File: config.mk
export PLATFORM = sky130hd
export DESIGN_NAME = clock_time_controller
export DESIGN_NICKNAME = d
export VERILOG_FILES = /design/src/rtl/clock_ctrl_pkg.sv /design/src/rtl/clock_set_timeout.sv /design/src/rtl/clock_time_controller.sv
export SDC_FILE = /design/constraint.sdc
export NUM_CORES = 1
export LEC_CHECK = 0
export CAP_MARGIN = 10
export CORE_MARGIN = 2
export CORE_UTILIZATION = 49
export CTS_CLUSTER_DIAMETER = 100
export DETAILED_ROUTE_END_ITERATION = 12
export GPL_ROUTABILITY_DRIVEN = 1
export MAX_ROUTING_LAYER = met4
export PLACE_DENSITY = 0.93
export SYNTH_ARGS = -nofsm -noshare
export SYNTH_HDL_FRONTEND = slang
export SYNTH_HIERARCHICAL = 1
export SYNTH_SLANG_ARGS = --single-unit
export TNS_END_PERCENT = 20
File: constraint.sdc
create_clock -name i_clk -period 3.4 [get_ports i_clk]
set_clock_uncertainty 0.05 [all_clocks]
set_input_delay 0.34 -clock i_clk [delete_from_list [all_inputs] [get_ports i_clk]]
set_output_delay 0.34 -clock i_clk [all_outputs]
set_load 0.005 [all_outputs]
File: src/rtl/clock_ctrl_pkg.sv
// ============================================================================
// clock_ctrl_pkg : states, field codes and counter commands of the clock controller
// Rev 1.0
// ============================================================================
`default_nettype none

package clock_ctrl_pkg;

  typedef enum logic [1:0] {
    RUN      = 2'd0,
    SET_HOUR = 2'd1,
    SET_MIN  = 2'd2,
    SET_SEC  = 2'd3
  } state_t;

  localparam logic [1:0] FIELD_NONE = 2'b00;
  localparam logic [1:0] FIELD_SEC  = 2'b01;
  localparam logic [1:0] FIELD_MIN  = 2'b10;
  localparam logic [1:0] FIELD_HOUR = 2'b11;

  // Counter {up, down} command encodings
  localparam logic [1:0] HOLD = 2'b00;
  localparam logic [1:0] DOWN = 2'b01;
  localparam logic [1:0] UP   = 2'b10;
  localparam logic [1:0] CLR  = 2'b11;

  function automatic logic [1:0] state_field(input state_t s);
    logic [1:0] f;
    f = FIELD_NONE;
    case (s)
      SET_HOUR: f = FIELD_HOUR;
      SET_MIN:  f = FIELD_MIN;
      SET_SEC:  f = FIELD_SEC;
      default:  f = FIELD_NONE;
    endcase
    return f;
  endfunction

endpackage

`default_nettype wire

File: src/rtl/clock_set_timeout.sv
// ============================================================================
// clock_set_timeout : idle-tick counter for SET-mode timeout and blink phase
// Rev 1.0
// ============================================================================
`default_nettype none

module clock_set_timeout #(
  parameter int TIMEOUT_TICKS = 10
) (
  input  logic clk,
  input  logic rstn,
  input  logic in_set,
  input  logic tick,
  input  logic activity,
  output logic expire,
  output logic blink
);

  localparam logic [7:0] c_limit = 8'(TIMEOUT_TICKS);

  logic [7:0] r_idle;
  logic       r_blink;

  // The count saturates at the limit; it is only non-zero while a SET state is held
  always_ff @(posedge clk or negedge rstn) begin
    if (!rstn) begin
      r_idle <= '0;
    end else if (!in_set || activity) begin
      r_idle <= '0;
    end else if (tick && (r_idle != c_limit)) begin
      r_idle <= r_idle + 8'd1;
    end
  end

  always_ff @(posedge clk or negedge rstn) begin
    if (!rstn) begin
      r_blink <= 1'b0;
    end else if (!in_set) begin
      r_blink <= 1'b0;
    end else if (activity) begin
      r_blink <= 1'b1;
    end else if (tick) begin
      r_blink <= ~r_blink;
    end
  end

  assign expire = (r_idle == c_limit);
  assign blink  = r_blink;

endmodule

`default_nettype wire

File: src/rtl/clock_time_controller.sv
// ============================================================================
// clock_time_controller : RUN/SET sequencer driving the h/m/s counter commands
// Rev 1.0
// ============================================================================
`default_nettype none

module clock_time_controller
  import clock_ctrl_pkg::*;
#(
  parameter int SEC_MAX       = 59,
  parameter int MIN_MAX       = 59,
  parameter int HOUR_MAX      = 23,
  parameter int HOUR_W        = 5,
  parameter int TIMEOUT_TICKS = 10
) (
  input  logic              i_clk,
  input  logic              i_rstn,
  input  logic              i_tick,
  input  logic              i_mode,
  input  logic              i_inc,
  input  logic              i_dec,
  input  logic [5:0]        i_sec,
  input  logic [5:0]        i_min,
  input  logic [HOUR_W-1:0] i_hour,
  output logic              o_sec_up,
  output logic              o_sec_down,
  output logic              o_min_up,
  output logic              o_min_down,
  output logic              o_hour_up,
  output logic              o_hour_down,
  output logic [1:0]        o_field,
  output logic              o_setting,
  output logic              o_blink
);

  state_t     r_state;
  state_t     w_next_state;
  logic       r_tick_issued;
  logic       w_run_tick;
  logic       w_btn;
  logic       w_expire;
  logic       w_activity;
  logic [1:0] w_set_cmd;
  logic [1:0] w_sec_cmd;
  logic [1:0] w_min_cmd;
  logic [1:0] w_hour_cmd;

  // Hour wrap is handled inside the hour counter itself
  logic w_unused_hour;
  assign w_unused_hour = ^{i_hour, HOUR_W'(HOUR_MAX)};

  always_ff @(posedge i_clk or negedge i_rstn) begin
    if (!i_rstn) begin
      r_state <= RUN;
    end else begin
      r_state <= w_next_state;
    end
  end

  always_comb begin
    w_next_state = r_state;
    w_sec_cmd    = HOLD;
    w_min_cmd    = HOLD;
    w_hour_cmd   = HOLD;
    w_set_cmd    = HOLD;

    // A tick right after an issued tick sees stale counter values
    w_run_tick = (r_state == RUN) && i_tick && !r_tick_issued;
    w_btn      = (r_state != RUN) && !i_mode && (i_inc || i_dec);

    if (i_inc && i_dec)  w_set_cmd = CLR;
    else if (i_inc)      w_set_cmd = UP;
    else if (i_dec)      w_set_cmd = DOWN;

    if (w_run_tick) begin
      w_sec_cmd = UP;
      if (i_sec == 6'(SEC_MAX)) begin
        w_min_cmd = UP;
        if (i_min == 6'(MIN_MAX)) w_hour_cmd = UP;
      end
    end

    if (w_btn) begin
      case (r_state)
        SET_HOUR: w_hour_cmd = w_set_cmd;
        SET_MIN:  w_min_cmd  = w_set_cmd;
        SET_SEC:  w_sec_cmd  = w_set_cmd;
        default:  ;
      endcase
    end

    if ((r_state != RUN) && w_expire) begin
      w_next_state = RUN;
    end else if (i_mode) begin
      case (r_state)
        RUN:      w_next_state = SET_HOUR;
        SET_HOUR: w_next_state = SET_MIN;
        SET_MIN:  w_next_state = SET_SEC;
        default:  w_next_state = RUN;
      endcase
    end
  end

  assign w_activity = i_mode || i_inc || i_dec;

  clock_set_timeout #(
    .TIMEOUT_TICKS (TIMEOUT_TICKS)
  ) u_timeout (
    .clk      (i_clk),
    .rstn     (i_rstn),
    .in_set   (w_next_state != RUN),
    .tick     (i_tick),
    .activity (w_activity),
    .expire   (w_expire),
    .blink    (o_blink)
  );

  always_ff @(posedge i_clk or negedge i_rstn) begin
    if (!i_rstn) begin
      {o_sec_up,  o_sec_down}  <= HOLD;
      {o_min_up,  o_min_down}  <= HOLD;
      {o_hour_up, o_hour_down} <= HOLD;
      o_field                  <= FIELD_NONE;
      o_setting                <= 1'b0;
      r_tick_issued            <= 1'b0;
    end else begin
      {o_sec_up,  o_sec_down}  <= w_sec_cmd;
      {o_min_up,  o_min_down}  <= w_min_cmd;
      {o_hour_up, o_hour_down} <= w_hour_cmd;
      o_field                  <= state_field(w_next_state);
      o_setting                <= (w_next_state != RUN);
      r_tick_issued            <= w_run_tick;
    end
  end

endmodule

`default_nettype wire

Yosys cells after proc, flatten, opt, wreduce, memory -nomap -nowiden
Index checks and enable logic that the tools add are counted.
{"block": "word_totals", "ff_bits": 21, "output_inout_bits": 10}
{"block": "op_classes", "n_addsub": 1, "n_eq_ne": 11, "mux": 24, "n_bitwise": 1, "reduce_logical": 18}
{"operator": "2-bit 2-to-1 mux", "count": 16}
{"operator": "8-bit 2-to-1 mux", "count": 2}
{"operator": "6-bit == test (second input constant)", "count": 2}
{"operator": "2-bit case mux with 3 select lines", "count": 2}
{"operator": "8-bit by 1-bit adder with 8-bit output (second input constant)", "count": 1}
{"operator": "2-bit == test (second input constant)", "count": 4}
{"operator": "8-bit by 4-bit == test with 1-bit output (second input constant)", "count": 1}
{"operator": "8-bit by 4-bit != test with 1-bit output (second input constant)", "count": 1}
{"operator": "1-bit logical AND", "count": 7}
{"operator": "2-bit nonzero test", "count": 3}
{"operator": "2-bit by 1-bit == test with 1-bit output (second input constant)", "count": 2}
{"operator": "1-bit logical OR", "count": 4}
{"operator": "1-bit 2-to-1 mux", "count": 4}
{"operator": "1-bit zero test", "count": 3}
{"operator": "3-bit != test (second input constant)", "count": 1}
{"operator": "2-bit zero test", "count": 1}
{"operator": "1-bit inverter", "count": 1}

Longest topological paths before layout
{"block": "depth", "depth_word": 8, "mapped_depth": 11}

By module
The synthesis kept the hierarchy.
{"module": "clock_time_controller", "n_inst": 1, "cells_each": 47, "area_per_inst_um2": 565.5, "seq_area_each_um2": 275.3}
{"module": "clock_set_timeout", "n_inst": 1, "cells_each": 50, "area_per_inst_um2": 501.7, "seq_area_each_um2": 225.2}

Worst setup path after synthesis
No wires, ideal clock.
{"block": "synth_path", "path_type": "register to register", "start": "register u_timeout.r_idle[0]", "end": "register u_timeout.r_idle[0]", "t_arrival_ns": 1.638, "slack_ns": 1.589, "stages_incl_launch_ff": 12, "cell_sequence": "dfrtp_1 > inv_1 > ha_1 > nor4b_2 > and2_1 > nand2b_2 > nand2_1 > ha_1 > inv_1 > nor2b_1 > nand2_1 > mux2i_1"}
{"block": "synth_between", "elab_chain_cells": 7}
{"element": "from (decl)", "line": "clock_set_timeout.sv:21", "source": "logic [7:0] r_idle;"}
{"element": "from (signal assigned)", "line": "clock_set_timeout.sv:31", "source": "r_idle <= r_idle + 8'd1;"}
{"element": "8-bit by 4-bit == test with 1-bit output *", "line": "clock_set_timeout.sv:47", "source": "assign expire = (r_idle == c_limit);"}
{"element": "via w_expire", "line": "clock_time_controller.sv:41", "source": "logic w_expire;"}
{"element": "1-bit logical AND *", "line": "clock_time_controller.sv:92", "source": "if ((r_state != RUN) && w_expire) begin"}
{"element": "2-bit 2-to-1 mux *", "line": "clock_time_controller.sv:92"}
{"element": "2-bit nonzero test *", "line": "clock_time_controller.sv:111", "source": ".in_set (w_next_state != RUN),"}
{"element": "1-bit zero test *", "line": "clock_set_timeout.sv:28", "source": "end else if (!in_set || activity) begin"}
{"element": "1-bit logical OR *", "line": "clock_set_timeout.sv:28"}
{"element": "8-bit 2-to-1 mux / 2-bit nonzero test (equally long branches)"}
The timed path passes the listed nets; every way through them passes the cells marked *. The select of a mux whose other input is x is not followed.
A chain may end at the register's enable or synchronous reset.

Worst setup path after layout
{"block": "layout_path", "start": "register u_timeout.r_idle[0]", "end": "register u_timeout.r_idle[4]"}
The elaborated chain is that of the path after synthesis.

==> impl_summary.md <==
Run
Max-cap violations in this run came to 0.

Floorplan
The initial core utilization is 53.3%. Measured along the x axis, the die boundary spans 50.7 µm. The die height is 50.7 µm. Row generation in the floorplan step produced 16 rows. The core region is between 2000 and 2500 µm². The die covers 2570 µm². For this design the top-level I/O count stands at 33.

Detailed routing
The final antenna-violating net count is 0. The wire length reported by the detailed router is roughly 2.2 mm. The length of the first detailed-routing pass in iterations is 3. The first-iteration detailed-routing DRC count is 7. The overall via count from detail_route is 810. After detailed routing, the average wire length per cell comes to between 10 and 15 µm. After detailed routing, the number of vias per cell comes to 5.26. The number of DRC violations after detailed routing is 0.

Yosys
Counting flops and latches in the post-synthesis netlist gives 20. The leading register cell type out of synthesis is sky130_fd_sc_hd__dfrtp_1. The register area share after synthesis is between 40% and 50%.

The number of flops mapped to enable cells by yosys is 0. During synthesis, Yosys emitted a total of 6 warnings. After synthesis, the share of flip-flops with an asynchronous set or reset is 100%.

The synthesized net count is 127. Synthesis handed over a netlist of 97 instances. The cell area that synthesis handed to floorplanning was 1070 µm².

Synthesis instantiated 32 different standard cells from the library. A synthesized cell averages between 10 and 15 µm².

Layout
The fraction of final layout cells with drive strength greater than 1 is 11.8%. The antenna diode count is 0. In the final design database the tool counted 158 nets. The largest register by flop count is u_timeout/r_idle. Leaving out filler cells and counting taps, the final layout contains between 150 and 200. The top cell types in the final layout, fill and taps aside, are sky130_fd_sc_hd__clkdlybuf4s50_1, sky130_fd_sc_hd__dfrtp_1, sky130_fd_sc_hd__nand2_1.

The register with the most flip-flops in the layout has 8 of them. The largest registers in the layout are u_timeout/r_idle (8), r_state (2). Relative to the synthesized area, the layout overhead comes to 31.2%. The commonest non-fill, non-tap cell in the layout is sky130_fd_sc_hd__clkdlybuf4s50_1. Once layout is complete, the utilization of the core stands at 69.9%.

Power and ir drop
In this run the static leakage power is 0.619 nW. IR analysis of the VDD net gives a maximum drop of 0.515 mV. The power density of the placed cells is 513 nW/µm².

Clock network
The CTS tree is done. After clock tree synthesis, the clock-pin slew on the worst setup and hold paths is 120 ps. The later-pin clock latency in the skew report is ~290 ps. The buffer levels on the longest clock path is 2. Gates resized during post-CTS repair numbered 0. In this run the clock root is driven by a sky130_fd_sc_hd__clkbuf_4. The post-cts hold buffer count is 0. The total clock buffers created by CTS is 3. The number of clock sinks is 20.

The number of setup buffers added after CTS is 0. The number of levels in the clock H-tree is 1.

GRT
The initial antenna violation count is 0. The number of global-route vias before repair came to 876. The global routing met2 resource utilization is between 30% and 40%. The wire length of the first global-routing pass is 3.80 mm. Entering global routing, the biggest net connects 21 pins. The total overflow left after global routing is 0. The met3 usage is 4.17%. The global routing usage summed across all routing layers is 19.8%.

Global routing used 21.3% of the available met1 tracks. The highest-utilization routing layer at the global route stage is met2.

Worst setup path
The nature of the critical path endpoint is a flip-flop. The startpoint of the worst setup timing path is u_timeout/r_idle[0]. The maximum fanout along the worst path is 7.

The number of cells traversed by the worst register-to-register path is 10. The worst register-to-register path has a setup slack of 1220 ps. The startpoint identified for the worst register-to-register timing path is u_timeout/r_idle[0]. The worst endpoint required time is 3530 ps. The critical path in this run is classified as reg -> reg. Data arrives at the worst endpoint at between 2000 and 2500 ps.

STA classifies the critical path startpoint as a flip-flop. The endpoint identified for the worst register-to-register timing path is u_timeout/r_idle[4].

Placed design
The placer's final routability congestion estimate is 0.800. The detailed-placement wirelength estimate is 1.69 mm. Input and output buffers added on the ports amount to 27. The cell total after placement is 150.

STA
The measured slew at the worst slew-check pin is 915 ps. Setup repair after global routing left no endpoint under its margin. Of the available clock period, the critical path in the final layout requires 64.0%. The number of setup violations in the final report is 0.

The worst slack on hold paths is between 400 and 500 ps. Derived from the worst setup path, the maximum achievable clock frequency is 459 MHz. The minimum period implied by the final worst setup slack is roughly 2200 ps. The final-report max-slew violation count is 0. In this run the tightest slew margin relative to its limit is 38.8%.

Summed over all failing endpoints, the final setup total negative slack is 0 ps. The hold violation total from the final report is 0.

Status
The flow ran to the end, and the final reports show no timing, DRC or antenna violations.

Min path
The min-delay analysis places its worst path in the category in -> async.
## synth_stat cells, types with 2 or more instances
cell type / n / area [µm²]
sky130_fd_sc_hd__o21ai_1: 3 / 15.0
sky130_fd_sc_hd__dfrtp_1: 20 / 500
sky130_fd_sc_hd__nand2b_2: 3 / 26.3
sky130_fd_sc_hd__nand4_1: 2 / 12.5
sky130_fd_sc_hd__xor2_1: 4 / 35.0
sky130_fd_sc_hd__and2_1: 2 / 12.5
sky130_fd_sc_hd__nand2_1: 11 / 41.3
sky130_fd_sc_hd__inv_1: 7 / 26.3
sky130_fd_sc_hd__a21oi_1: 5 / 25.0
sky130_fd_sc_hd__nand2b_1: 3 / 18.8
sky130_fd_sc_hd__nor2_1: 4 / 15.0
sky130_fd_sc_hd__o21ai_0: 3 / 15.0
sky130_fd_sc_hd__ha_1: 7 / 87.6
sky130_fd_sc_hd__nand3_1: 2 / 10.0
sky130_fd_sc_hd__or3_1: 4 / 25.0
## layout make-up
class,count,area (µm²)
flip-flops and latches,20,500
well taps,27,33.8
fillers,142,602
inverters,7,26.3
multi-input cells,69,533
repair buffers,27,270
clock buffers,4,36.3
## how the worst max path moves through the flow
stage | endpoint | cells after the start
after CTS | u_timeout/r_idle[4] | 10
after global placement | o_hour_up | 4
after floorplan | u_timeout/r_idle[0] | 11
final | u_timeout/r_idle[4] | 10
after global routing | u_timeout/r_idle[4] | 10
after detailed placement | u_timeout/r_idle[4] | 10
## metrics by stage
step | worst slack, ps | total power, W | instance area [µm²]
after global routing | 1060 | 0.000764 | 1400
after floorplan | 1590 | 0.000462 | 1070
after global placement | 1340 | 0.000571 | 1360
after detailed placement | 1260 | 0.000585 | 1360
after CTS | 1220 | 0.000725 | 1400
final | 1220 | 0.000718 | 1400
## where the power goes
group | leakage, nW | internal (W) | switching, W
Sequential | 0.264 | 0.000284 | 0.0000275
Combinational | 0.333 | 0.000153 | 0.000115
Clock | 0.0210 | 0.0000652 | 0.0000727
Total | 0.619 | 0.000503 | 0.000215
## worst max-delay path: stages, from the launching register on
cell,delay [ps]
sky130_fd_sc_hd__dfrtp_1,460
sky130_fd_sc_hd__inv_1,110
sky130_fd_sc_hd__ha_1,140
sky130_fd_sc_hd__nor4b_2,380
sky130_fd_sc_hd__and2_1,220
sky130_fd_sc_hd__nand2b_2,80
sky130_fd_sc_hd__nand2_1,90
sky130_fd_sc_hd__ha_1,150
sky130_fd_sc_hd__inv_1,70
sky130_fd_sc_hd__nand2b_1,220
sky130_fd_sc_hd__nor2_1,100
## kinds of logic after synthesis
kind of cell | after synthesis | share of synthesized area, %
xor+xnor | 4 | 3.28
simple gates | 41 | 27.7
buf+inv | 8 | 3.17
flops | 20 | 46.9
compound gates | 16 | 9.85
fa+ha+maj | 7 | 8.21
mux | 1 | 0.938
## layer usage
metal  vias up  wire (µm)  part of all wire (%)
met1       398        872                    40
met2        18       1210                    56
met5         -          0                     0
met4         0          0                     0
li1        394          -                     -
met3         0         74                   3.4
No activity file was read; power rests on OpenSTA's default activity.
